**src/rtl/bram_window_streamer.sv**
```systemverilog
// Single-frame buffer that streams KERNEL_WIDTH vertically adjacent pixels
// per beat to the convolution stage. It supports optional zero padding,
// downstream backpressure and re-streaming of the stored frame.
module bram_window_streamer #(
    parameter int RAM_WIDTH    = 8,
    parameter int IMAGE_WIDTH  = 10,
    parameter int IMAGE_HEIGHT = 10,
    parameter int KERNEL_WIDTH = 3,
    parameter int PAD_MODE     = 0
) (
    input  logic                              clk,
    input  logic                              reset,
    input  logic                              i_load_valid,
    input  logic [RAM_WIDTH-1:0]              i_data_to_mem,
    input  logic                              i_start,
    input  logic                              i_conv_ready,
    output logic [KERNEL_WIDTH*RAM_WIDTH-1:0] o_to_conv,
    output logic                              o_valid_data_to_conv,
    output logic                              o_load_done,
    output logic                              o_busy,
    output logic                              o_frame_done
);

    localparam int NPIX      = IMAGE_WIDTH * IMAGE_HEIGHT;
    localparam int OFF       = (PAD_MODE != 0) ? (KERNEL_WIDTH - 1) / 2 : 0;
    localparam int OUT_H     = (PAD_MODE != 0) ? IMAGE_HEIGHT : IMAGE_HEIGHT - KERNEL_WIDTH + 1;
    // One spare row per bank so window rows just below the frame still index inside a bank.
    localparam int BANK_ROWS = (IMAGE_HEIGHT + KERNEL_WIDTH - 1) / KERNEL_WIDTH + 1;
    localparam int DEPTH     = BANK_ROWS * IMAGE_WIDTH;
    localparam int DW        = $clog2(DEPTH);
    localparam int AW        = $clog2(DEPTH + IMAGE_WIDTH);
    localparam int PW        = (NPIX > 1) ? $clog2(NPIX) : 1;
    localparam int CW        = (IMAGE_WIDTH > 1) ? $clog2(IMAGE_WIDTH) : 1;
    localparam int RW        = (IMAGE_HEIGHT > 1) ? $clog2(IMAGE_HEIGHT) : 1;
    localparam int BW        = (KERNEL_WIDTH > 1) ? $clog2(KERNEL_WIDTH) : 1;
    localparam int TW        = $clog2(IMAGE_HEIGHT + KERNEL_WIDTH) + 2;
    localparam int INIT_BANK0 = (OFF == 0) ? 0 : KERNEL_WIDTH - OFF;
    // Banks whose first window row lies above the frame start one bank-row "before" 0;
    // the first row advance wraps their base back to 0.
    localparam logic [AW-1:0] NEG_W = AW'(-IMAGE_WIDTH);

    typedef enum logic [1:0] {S_EMPTY, S_LOADED, S_STREAM} state_t;

    state_t                 state_q, state_d;
    logic                   wr_en, start_go, issue, last_accept;

    logic [PW-1:0]          wr_ptr_q;
    logic [CW-1:0]          wr_col_q;
    logic [BW-1:0]          wr_bank_q;
    logic [DW-1:0]          wr_base_q;
    logic [DW-1:0]          wr_addr;

    logic                   prime_q, issued_all_q, valid_q, frame_done_q;
    logic [CW-1:0]          rd_col_q;
    logic [RW-1:0]          rd_row_q;
    logic signed [TW-1:0]   rd_top_q;
    logic [BW-1:0]          bank0_q, sel0_q;
    logic [AW-1:0]          rd_base_q [KERNEL_WIDTH];
    logic [AW-1:0]          rd_addr   [KERNEL_WIDTH];
    logic [KERNEL_WIDTH-1:0] lane_ok_d, lane_ok_q;
    logic [BW:0]            lane_tmp;
    logic [BW-1:0]          lane_sel  [KERNEL_WIDTH];

    logic [RAM_WIDTH-1:0]   mem_q     [KERNEL_WIDTH][DEPTH];
    logic [RAM_WIDTH-1:0]   bank_rd_q [KERNEL_WIDTH];

    // State register.
    always_ff @(posedge clk) begin
        if (reset) state_q <= S_EMPTY;
        else       state_q <= state_d;
    end

    // Next state and per-cycle control strobes.
    always_comb begin
        state_d     = state_q;
        wr_en       = 1'b0;
        start_go    = 1'b0;
        issue       = 1'b0;
        last_accept = 1'b0;
        unique case (state_q)
            S_EMPTY: begin
                if (i_load_valid) begin
                    wr_en = 1'b1;
                    if (wr_ptr_q == PW'(NPIX - 1)) state_d = S_LOADED;
                end
            end
            S_LOADED: begin
                if (i_start) begin
                    start_go = 1'b1;
                    state_d  = S_STREAM;
                end else if (i_load_valid) begin
                    wr_en   = 1'b1;
                    state_d = S_EMPTY;
                end
            end
            S_STREAM: begin
                issue = !prime_q && !issued_all_q && (!valid_q || i_conv_ready);
                if (issued_all_q && valid_q && i_conv_ready) begin
                    last_accept = 1'b1;
                    state_d     = S_LOADED;
                end
            end
            default: state_d = S_EMPTY;
        endcase
    end

    // Raster write pointer, split into column, bank and bank-row base.
    always_ff @(posedge clk) begin
        if (reset) begin
            wr_ptr_q  <= '0;
            wr_col_q  <= '0;
            wr_bank_q <= '0;
            wr_base_q <= '0;
        end else if (wr_en) begin
            if (wr_ptr_q == PW'(NPIX - 1)) begin
                wr_ptr_q  <= '0;
                wr_col_q  <= '0;
                wr_bank_q <= '0;
                wr_base_q <= '0;
            end else begin
                wr_ptr_q <= wr_ptr_q + PW'(1);
                if (wr_col_q == CW'(IMAGE_WIDTH - 1)) begin
                    wr_col_q <= '0;
                    if (wr_bank_q == BW'(KERNEL_WIDTH - 1)) begin
                        wr_bank_q <= '0;
                        wr_base_q <= wr_base_q + DW'(IMAGE_WIDTH);
                    end else begin
                        wr_bank_q <= wr_bank_q + BW'(1);
                    end
                end else begin
                    wr_col_q <= wr_col_q + CW'(1);
                end
            end
        end
    end

    // Bank write port.
    always_ff @(posedge clk) begin
        if (wr_en) mem_q[wr_bank_q][wr_addr] <= i_data_to_mem;
    end

    // Write address and per-bank read addresses, lane validity for the current window row.
    always_comb begin
        wr_addr   = wr_base_q + DW'(wr_col_q);
        lane_ok_d = '0;
        for (int unsigned k = 0; k < KERNEL_WIDTH; k++) begin
            rd_addr[k]   = rd_base_q[k] + AW'(rd_col_q);
            lane_ok_d[k] = (int'(rd_top_q) + int'(k) >= 0) &&
                           (int'(rd_top_q) + int'(k) < IMAGE_HEIGHT);
        end
    end

    // Stream address generation and output-beat handshake.
    always_ff @(posedge clk) begin
        if (reset) begin
            prime_q      <= 1'b0;
            issued_all_q <= 1'b0;
            valid_q      <= 1'b0;
            frame_done_q <= 1'b0;
            rd_col_q     <= '0;
            rd_row_q     <= '0;
            rd_top_q     <= '0;
            bank0_q      <= '0;
            sel0_q       <= '0;
            lane_ok_q    <= '0;
            for (int unsigned b = 0; b < KERNEL_WIDTH; b++) rd_base_q[b] <= '0;
        end else begin
            frame_done_q <= last_accept;
            prime_q      <= start_go;
            if (start_go) begin
                issued_all_q <= 1'b0;
                rd_col_q     <= '0;
                rd_row_q     <= '0;
                rd_top_q     <= TW'(-OFF);
                bank0_q      <= BW'(INIT_BANK0);
                for (int unsigned b = 0; b < KERNEL_WIDTH; b++)
                    rd_base_q[b] <= (int'(b) >= KERNEL_WIDTH - OFF) ? NEG_W : '0;
            end else if (issue) begin
                sel0_q    <= bank0_q;
                lane_ok_q <= lane_ok_d;
                if (rd_col_q == CW'(IMAGE_WIDTH - 1)) begin
                    rd_col_q <= '0;
                    if (rd_row_q == RW'(OUT_H - 1)) begin
                        issued_all_q <= 1'b1;
                    end else begin
                        // The bank that held the top row now supplies the new bottom row.
                        rd_row_q           <= rd_row_q + RW'(1);
                        rd_top_q           <= rd_top_q + TW'(1);
                        rd_base_q[bank0_q] <= rd_base_q[bank0_q] + AW'(IMAGE_WIDTH);
                        bank0_q <= (bank0_q == BW'(KERNEL_WIDTH - 1)) ? '0 : bank0_q + BW'(1);
                    end
                end else begin
                    rd_col_q <= rd_col_q + CW'(1);
                end
            end
            if (issue)             valid_q <= 1'b1;
            else if (i_conv_ready) valid_q <= 1'b0;
        end
    end

    // Registered bank reads; holding the read register is what stalls the beat.
    always_ff @(posedge clk) begin
        if (reset) begin
            for (int unsigned b = 0; b < KERNEL_WIDTH; b++) bank_rd_q[b] <= '0;
        end else if (issue) begin
            for (int unsigned b = 0; b < KERNEL_WIDTH; b++)
                bank_rd_q[b] <= (rd_addr[b] < AW'(DEPTH)) ? mem_q[b][rd_addr[b][DW-1:0]] : '0;
        end
    end

    // Lane-to-bank rotation, padding mask and status outputs.
    always_comb begin
        o_to_conv = '0;
        lane_tmp  = '0;
        for (int unsigned k = 0; k < KERNEL_WIDTH; k++) begin
            lane_tmp = {1'b0, sel0_q} + (BW+1)'(k);
            if (lane_tmp >= (BW+1)'(KERNEL_WIDTH)) lane_tmp = lane_tmp - (BW+1)'(KERNEL_WIDTH);
            lane_sel[k] = lane_tmp[BW-1:0];
            if (lane_ok_q[k]) o_to_conv[k*RAM_WIDTH +: RAM_WIDTH] = bank_rd_q[lane_sel[k]];
        end
        o_valid_data_to_conv = valid_q;
        o_load_done          = (state_q != S_EMPTY);
        o_busy               = (state_q == S_STREAM);
        o_frame_done         = frame_done_q;
    end

endmodule
```
**config.mk**
```make
export PLATFORM = sky130hd
export DESIGN_NAME = bram_window_streamer
export DESIGN_NICKNAME = d
export VERILOG_FILES = /design/src/rtl/bram_window_streamer.sv
export SDC_FILE = /design/constraint.sdc
export NUM_CORES = 1
export LEC_CHECK = 0
export CAP_MARGIN = 0
export CORE_MARGIN = 8
export CORE_UTILIZATION = 45
export DETAILED_ROUTE_END_ITERATION = 7
export GPL_TIMING_DRIVEN = 0
export PLACE_DENSITY = 0.62
export SYNTH_ARGS = -nofsm -noshare
export SYNTH_HDL_FRONTEND = slang
export SYNTH_SLANG_ARGS = --single-unit
```
**constraint.sdc**
```tcl
create_clock -name clk -period 3.9 [get_ports clk]
set_input_delay 0.39 -clock clk [delete_from_list [all_inputs] [get_ports clk]]
set_output_delay 0.39 -clock clk [all_outputs]
set_load 0.005 [all_outputs]
```
Word-level counts from Yosys, hierarchy flattened
Memory sizes are Yosys's and may differ from the RTL's. A register that Yosys moved wholly into a read port is not among the register bits.
Index checks and enable logic that the tools add are counted.
{"block": "word_totals", "mem_count": 3, "out_inout_bits": 28, "input_bits": 13, "ff_bits": 46, "word_cells": 179, "mem_bits_rw": 1242}
{"name": "mem_q", "words": 3, "word_bits": 400, "read_ports": 3, "rd_clocked_by_memory_dff": 0, "write_ports": 1, "line": "64", "rtl": "logic [RAM_WIDTH-1:0] mem_q [KERNEL_WIDTH][DEPTH];"}
{"name": "bank_rd_q", "words": 3, "word_bits": 8, "read_ports": 3, "rd_clocked_by_memory_dff": 0, "write_ports": 3, "line": "65", "rtl": "logic [RAM_WIDTH-1:0] bank_rd_q [KERNEL_WIDTH];"}
{"name": "rd_base_q", "words": 3, "word_bits": 6, "read_ports": 4, "rd_clocked_by_memory_dff": 1, "write_ports": 3, "line": "58", "rtl": "logic [AW-1:0] rd_base_q [KERNEL_WIDTH];"}
{"block": "op_classes", "reduce_logical": 26, "n_mux": 73, "n_eq_ne": 12, "magnitude_cmp": 17, "bitwise": 13, "add_sub_neg": 20}
{"cell": "$mux 400", "count": 1}
{"cell": "$bmux 8 s6", "count": 3}
{"cell": "$mux 8", "count": 16}
{"cell": "$demux 8 s6", "count": 1}
{"cell": "$mux 6", "count": 7}
{"cell": "$mux 2", "count": 15}
{"cell": "$ge 7x7->1 const B", "count": 4}
{"cell": "$not 6->7", "count": 4}
{"cell": "$add 6x4->6", "count": 4}
{"cell": "$mux 1", "count": 24}
{"cell": "$lt 6x6->1 const B", "count": 3}
{"cell": "$ge 7x1->1 const B", "count": 2}
{"cell": "$lt 7x5->1 const B", "count": 2}
{"cell": "$add 4x1->4 const B", "count": 3}
{"cell": "$add 6x4->6 const B", "count": 2}
{"cell": "$mux 4", "count": 3}
{"cell": "$reduce_and 3->1", "count": 3}
{"cell": "$eq 4x4->1 const B", "count": 2}
{"cell": "$logic_and 1x1->1", "count": 8}
{"cell": "$reduce_bool 2->1", "count": 4}
{"cell": "$add 6x2->7 const B", "count": 1}
{"cell": "$add 6x3->7 const B", "count": 1}
{"cell": "$add 7x1->7 const B", "count": 1}
{"cell": "$eq 7x7->1 const B", "count": 1}
{"cell": "other kinds (28)", "count": 46}

Logic depth before layout (Yosys ltp)
{"block": "depth", "ltp_word": 10, "ltp_mapped": 10, "depth_no_buf": 8}

Worst setup path before layout
Ideal clock, no wire load.
{"block": "synth_path", "path_kind": "register to register", "startpoint": "register rd_col_q[0]", "endpoint": "memory bank_rd_q[2][6] (data pin)", "stages_incl_launch_ff": 11, "path_buffers": 3, "t_required_ns": 3.631, "t_arrival_ns": 2.714, "path_slack_ns": 0.917, "setup_time_ns": 0.269, "synth_period_minus_slack_ns": 2.983, "path_cell_list": "dfxtp_1 ha_1 fa_1 clkbuf_1 clkbuf_1 buf_1 mux4_2 mux2i_1 mux2i_1 mux2i_1 o32ai_1"}
{"element": "start, declared", "line": "54", "rtl": "logic [CW-1:0] rd_col_q;"}
{"element": "start signal, assigned", "line": "193", "rtl": "rd_col_q <= rd_col_q + CW'(1);"}
{"element": "end, declared", "line": "65"}

==> results by group <==
Worst hold path
  – Tightest Hold Check Type: input pin to register
  – Hold_sp: i_data_to_mem[7]
  – Hold Path End: mem_q[1][391]
  – Cell depth of the worst hold path: 1

Floorplanning
  – Initial Util: 0.4543
  – Num ports: 41
  – Chip width: 356.0 um
  – Core Area: 114,500 um2
  – Die H: 356.0 um
  – Die ar.: 126,700 um2
  – Num rows: 124

STA
  – Final number of setup-violating endpoints: 1
  – Tmin final: 3.910 ns
  – Worst Tran Pin Value: 1.199 ns
  – Final hold violations: 0
  – Fin. max-slew vios: 0
  – Final setup skew: 0.03301 ns
  – Final WS setup: -0.009571 ns
  – RSZ-0062 raised after global routing: no
  – Hold WS: 0.05591 ns
  – F_max: 0.2558 GHz
  – Relative slew margins: 0.2004
  – Final Cycle Share: 1.002

Synthesis
  – Post-synthesis sequential area ratio: 0.7386
  – Main flop type after synthesis: edfxtp_1
  – Synth cell types: 59
  – Ranking of synthesized cells by area: edfxtp_1, mux4_2, mux2i_1, dfxtp_1, nand2_1
  – Commonest cells post-synth: edfxtp_1, mux4_2, nand2_1
  – Top-count cell post-synth: edfxtp_1
  – Syn Nets: 2,824
  – Number of enable flip-flop cells after synthesis: 1,248
  – Asr flop ratio synth: 0
  – Main combinational cell family by area after synthesis: multiplexers
  – Synth Area in Compound Gates: 0.01871
  – Cell Area, Synth: 52,020 um2
  – Synth Area in Simple Gates: 0.05494
  – Post-synthesis mux area share: 0.1604
  – Avg Cell Area, Syn: 18.71 um2
  – Register bit total from synthesis: 1,295
  – Adder-cell area share of the yosys netlist: 0.007890
  – YS warnings: 0
  – Mapped Cells: 2,780
  – Post-synthesis xor/xnor area fraction: 0.007048
  – Area share of the largest cell type after synthesis: 0.7205
  – Yosys top cell by area: edfxtp_1

Setup path
  – Crit path DAT: 4.36 ns
  – Crit Reg-Reg Endpoint: bank_rd_q[2][2]
  – Most Frequent Cell on Critical Path: mux2i_1
  – Worst path depth: 8
  – Critical Path Source Type: register
  – Crit path cell chain: ha_1, fa_2, clkbuf_1, mux4_2, mux2i_1, mux2i_1, mux2i_1, o22ai_1
  – R2R depth: 8
  – Crit path kind: register to register
  – Crit path largest cell delay: 0.76 ns
  – CP Buf/Inv Count: 1
  – WP data required: 4.35 ns
  – Worst R2R Start: rd_col_q[0]
  – Family with the most delay on the worst path: multiplexers
  – Critical Path End Type: register
  – R2R setup slack: -0.01 ns
  – Max FO, Critical Path: 10
  – Crit path max-delay cell type: fa_2

Layout
  – Post-Layout Inst Area: 59,010 um2
  – Register area: 38,420 um2
  – N_diodes: 0
  – Layout Utilization: 0.5154
  – Area occupied by multi-input gates: 13,020 um2
  – Layout cell share with drive strength beyond 1: 0.1943
  – Layout area overhead: 13.44%
  – Fillers: 9,080
  – Total Nets Final: 3,012

Clock tree
  – CTS Buffer Depth: 3
  – CTS Sinks: 1,295
  – CTS tree: built
  – Clock root buffer: clkbuf_16
  – Max H-tree Level: 4
  – CTS Buf Count: 137
  – Clk Latency, worst-skew pair: 0.75 ns
  – CTS clock-pin slew for the worst setup and hold paths: 0.06 ns

Power and ir drop
  – Seq pwr share: 0.527
  – P_sw: 0.006090 W
  – Clk pwr share: 0.437
  – Max VDD drop: 360.9 uV
  – Pwr Total: 0.02900 W
  – Switching portion of total power: 0.2100
  – Lkg Pwr: 18.72 nW
  – Int Power: 0.02291 W
  – Power Density: 491.4 nW/um2
  – Combinational fraction of design power: 0.036

Detailed routing
  – WL/cell: 28.34 um
  – Post-DRT Antenna Nets: 0
  – Drt first pass iters: 6
  – Post-Route WL: 129,900 um
  – Initial drt markers: 3,114
  – DR vias/cell: 5.955
  – Via count: 27,300
  – # DRC: 0

Global route
  – Largest net degree at the start of global routing: 119
  – Met2 Track Usage GR: 0.3185
  – Total gr overflow: 0
  – Global-route track usage on met1: 0.2849
  – Met3 Use GR: 0.03940
  – GRT Total Usage: 0.2028
  – Global-route wire length before repair: 188,400 um
  – Gr busiest metal: met2
  – Initial antenna violation count: 3
  – Number of global-route vias before repair: 27,830

Placed design
  – Post-DP HPWL: 87,070 um
  – Gp weighted congestion: 0.9455
  – Port Buffers: 40
  – Dpl cell area: 54,550 um2

Flow run
  – MaxCap Viol Count: 0

Status
  – Run status: finished with violations
  – Failing checks: setup timing
-- timing repair --
action,in CTS,in global routing
setup buffers,0,0
resized for setup,34,20
pin swaps,0,0
endpoints found under the hold margin,10,0
cloned,0,0
setup endpoints to repair,188,23
hold buffers,1,0
-- flip-flops by register name (all words and copies together) (netlist names), named ones only --
name                  cells
bank0_q                   2
bank_rd_q                24
issued_all_q              1
lane_ok_q                 3
mem_q                  1200
o_frame_done              1
o_valid_data_to_conv      1
prime_q                   1
rd_base_q                24
rd_col_q                  4
rd_row_q                  4
rd_top_q                  6
sel0_q                    2
state_q                   2
wr_bank_q                 2
wr_base_q                 5
wr_col_q                  4
wr_ptr_q                  7
-- cell type report --
cell class,instances,share of cell area
multi-input combinational,1331,0.2206
inverter,15,0.0009542
sequential,1295,0.6511
timing repair buffer,51,0.01096
clock buffer,174,0.06206
buffer,137,0.01067
tap,1512,0.03206
clock inverter,69,0.01162
-- how the worst max path moves through the flow --
stage	from	to	slack (ns)
global placement	i_data_to_mem[5]	mem_q[1][29]	-2.09
CTS	rd_col_q[0]	bank_rd_q[1][5]	0.02
floorplan	rd_col_q[0]	bank_rd_q[2][6]	0.92
detailed placement	rd_col_q[0]	bank_rd_q[2][5]	-0.87
global route	rd_col_q[0]	bank_rd_q[2][3]	0.0006
finish	rd_col_q[0]	bank_rd_q[2][2]	-0.01
-- logic make-up (layout without fill, tap and decap cells) --
logic type                 after synthesis  count (layout)
buffers and inverters                  154             446
xor gates and xnor gates                41              41
adders and majority gates               31              31
and+or+nand+nor                        641             641
AOI/OAI and AO/OA                      151             151
DFF                                   1295            1295
muxes                                  467             467
-- metrics by stage --
stage / cells / setup TNS (ns) / setup slack (ns)
2_1_floorplan: 2780 / 0 / 0.9169
3_3_place_gp: 4332 / -2326.32 / -2.090
3_5_place_dp: 4342 / -62.05 / -0.8740
4_1_cts: 4584 / 0 / 0.01641
5_1_grt: 4584 / 0 / 0.0006066
6_report: 4584 / -0.009571 / -0.009571
-- power by group through the flow --
stage / Sequential, W / Clock (W) / Combinational (W)
after floorplan: 0.0156 / 0 / 0.000520
after global placement: 0.0157 / 0 / 0.000964
after detailed placement: 0.0156 / 0 / 0.00102
after CTS: 0.0153 / 0.0129 / 0.00103
after global routing: 0.0153 / 0.0134 / 0.00109
final: 0.0153 / 0.0127 / 0.00103
-- routing by layer --
metal / up-vias / routed length, um
met4: 2 / 4155
met5: - / 13
met2: 1201 / 60620
met3: 234 / 10670
met1: 14350 / 54450
li1: 11510 / -
-- worst reg2reg max path, delay by kind of cell (launching register included) --
family	cells	cell delay, ns
muxes	4	1.33
buffers and inverters	1	0.57
DFF	1	0.40
AOI/OAI and AO/OA	1	0.22
adders and majority gates	2	1.09
-- cell usage in the layout, fill, tap and decap left out, drive strengths merged, types with 10 or more instances in the layout --
cell type,n
nand4,16
nand2,221
and2,25
ha,28
nor2b,20
dfxtp,47
or3,11
o21ai,41
xor2,22
a211oi,14
a21o,10
xnor2,19
nor2,213
o32ai,11
clkdlybuf4s50,32
a311oi,13
clkinv,46
mux4,293
buf,77
clkbuf,251
nand2b,10
nand3,84
mux2i,173
inv,22
edfxtp,1248
nor3,18
a21oi,39
Note: power is estimated with default switching activity, not from simulation.
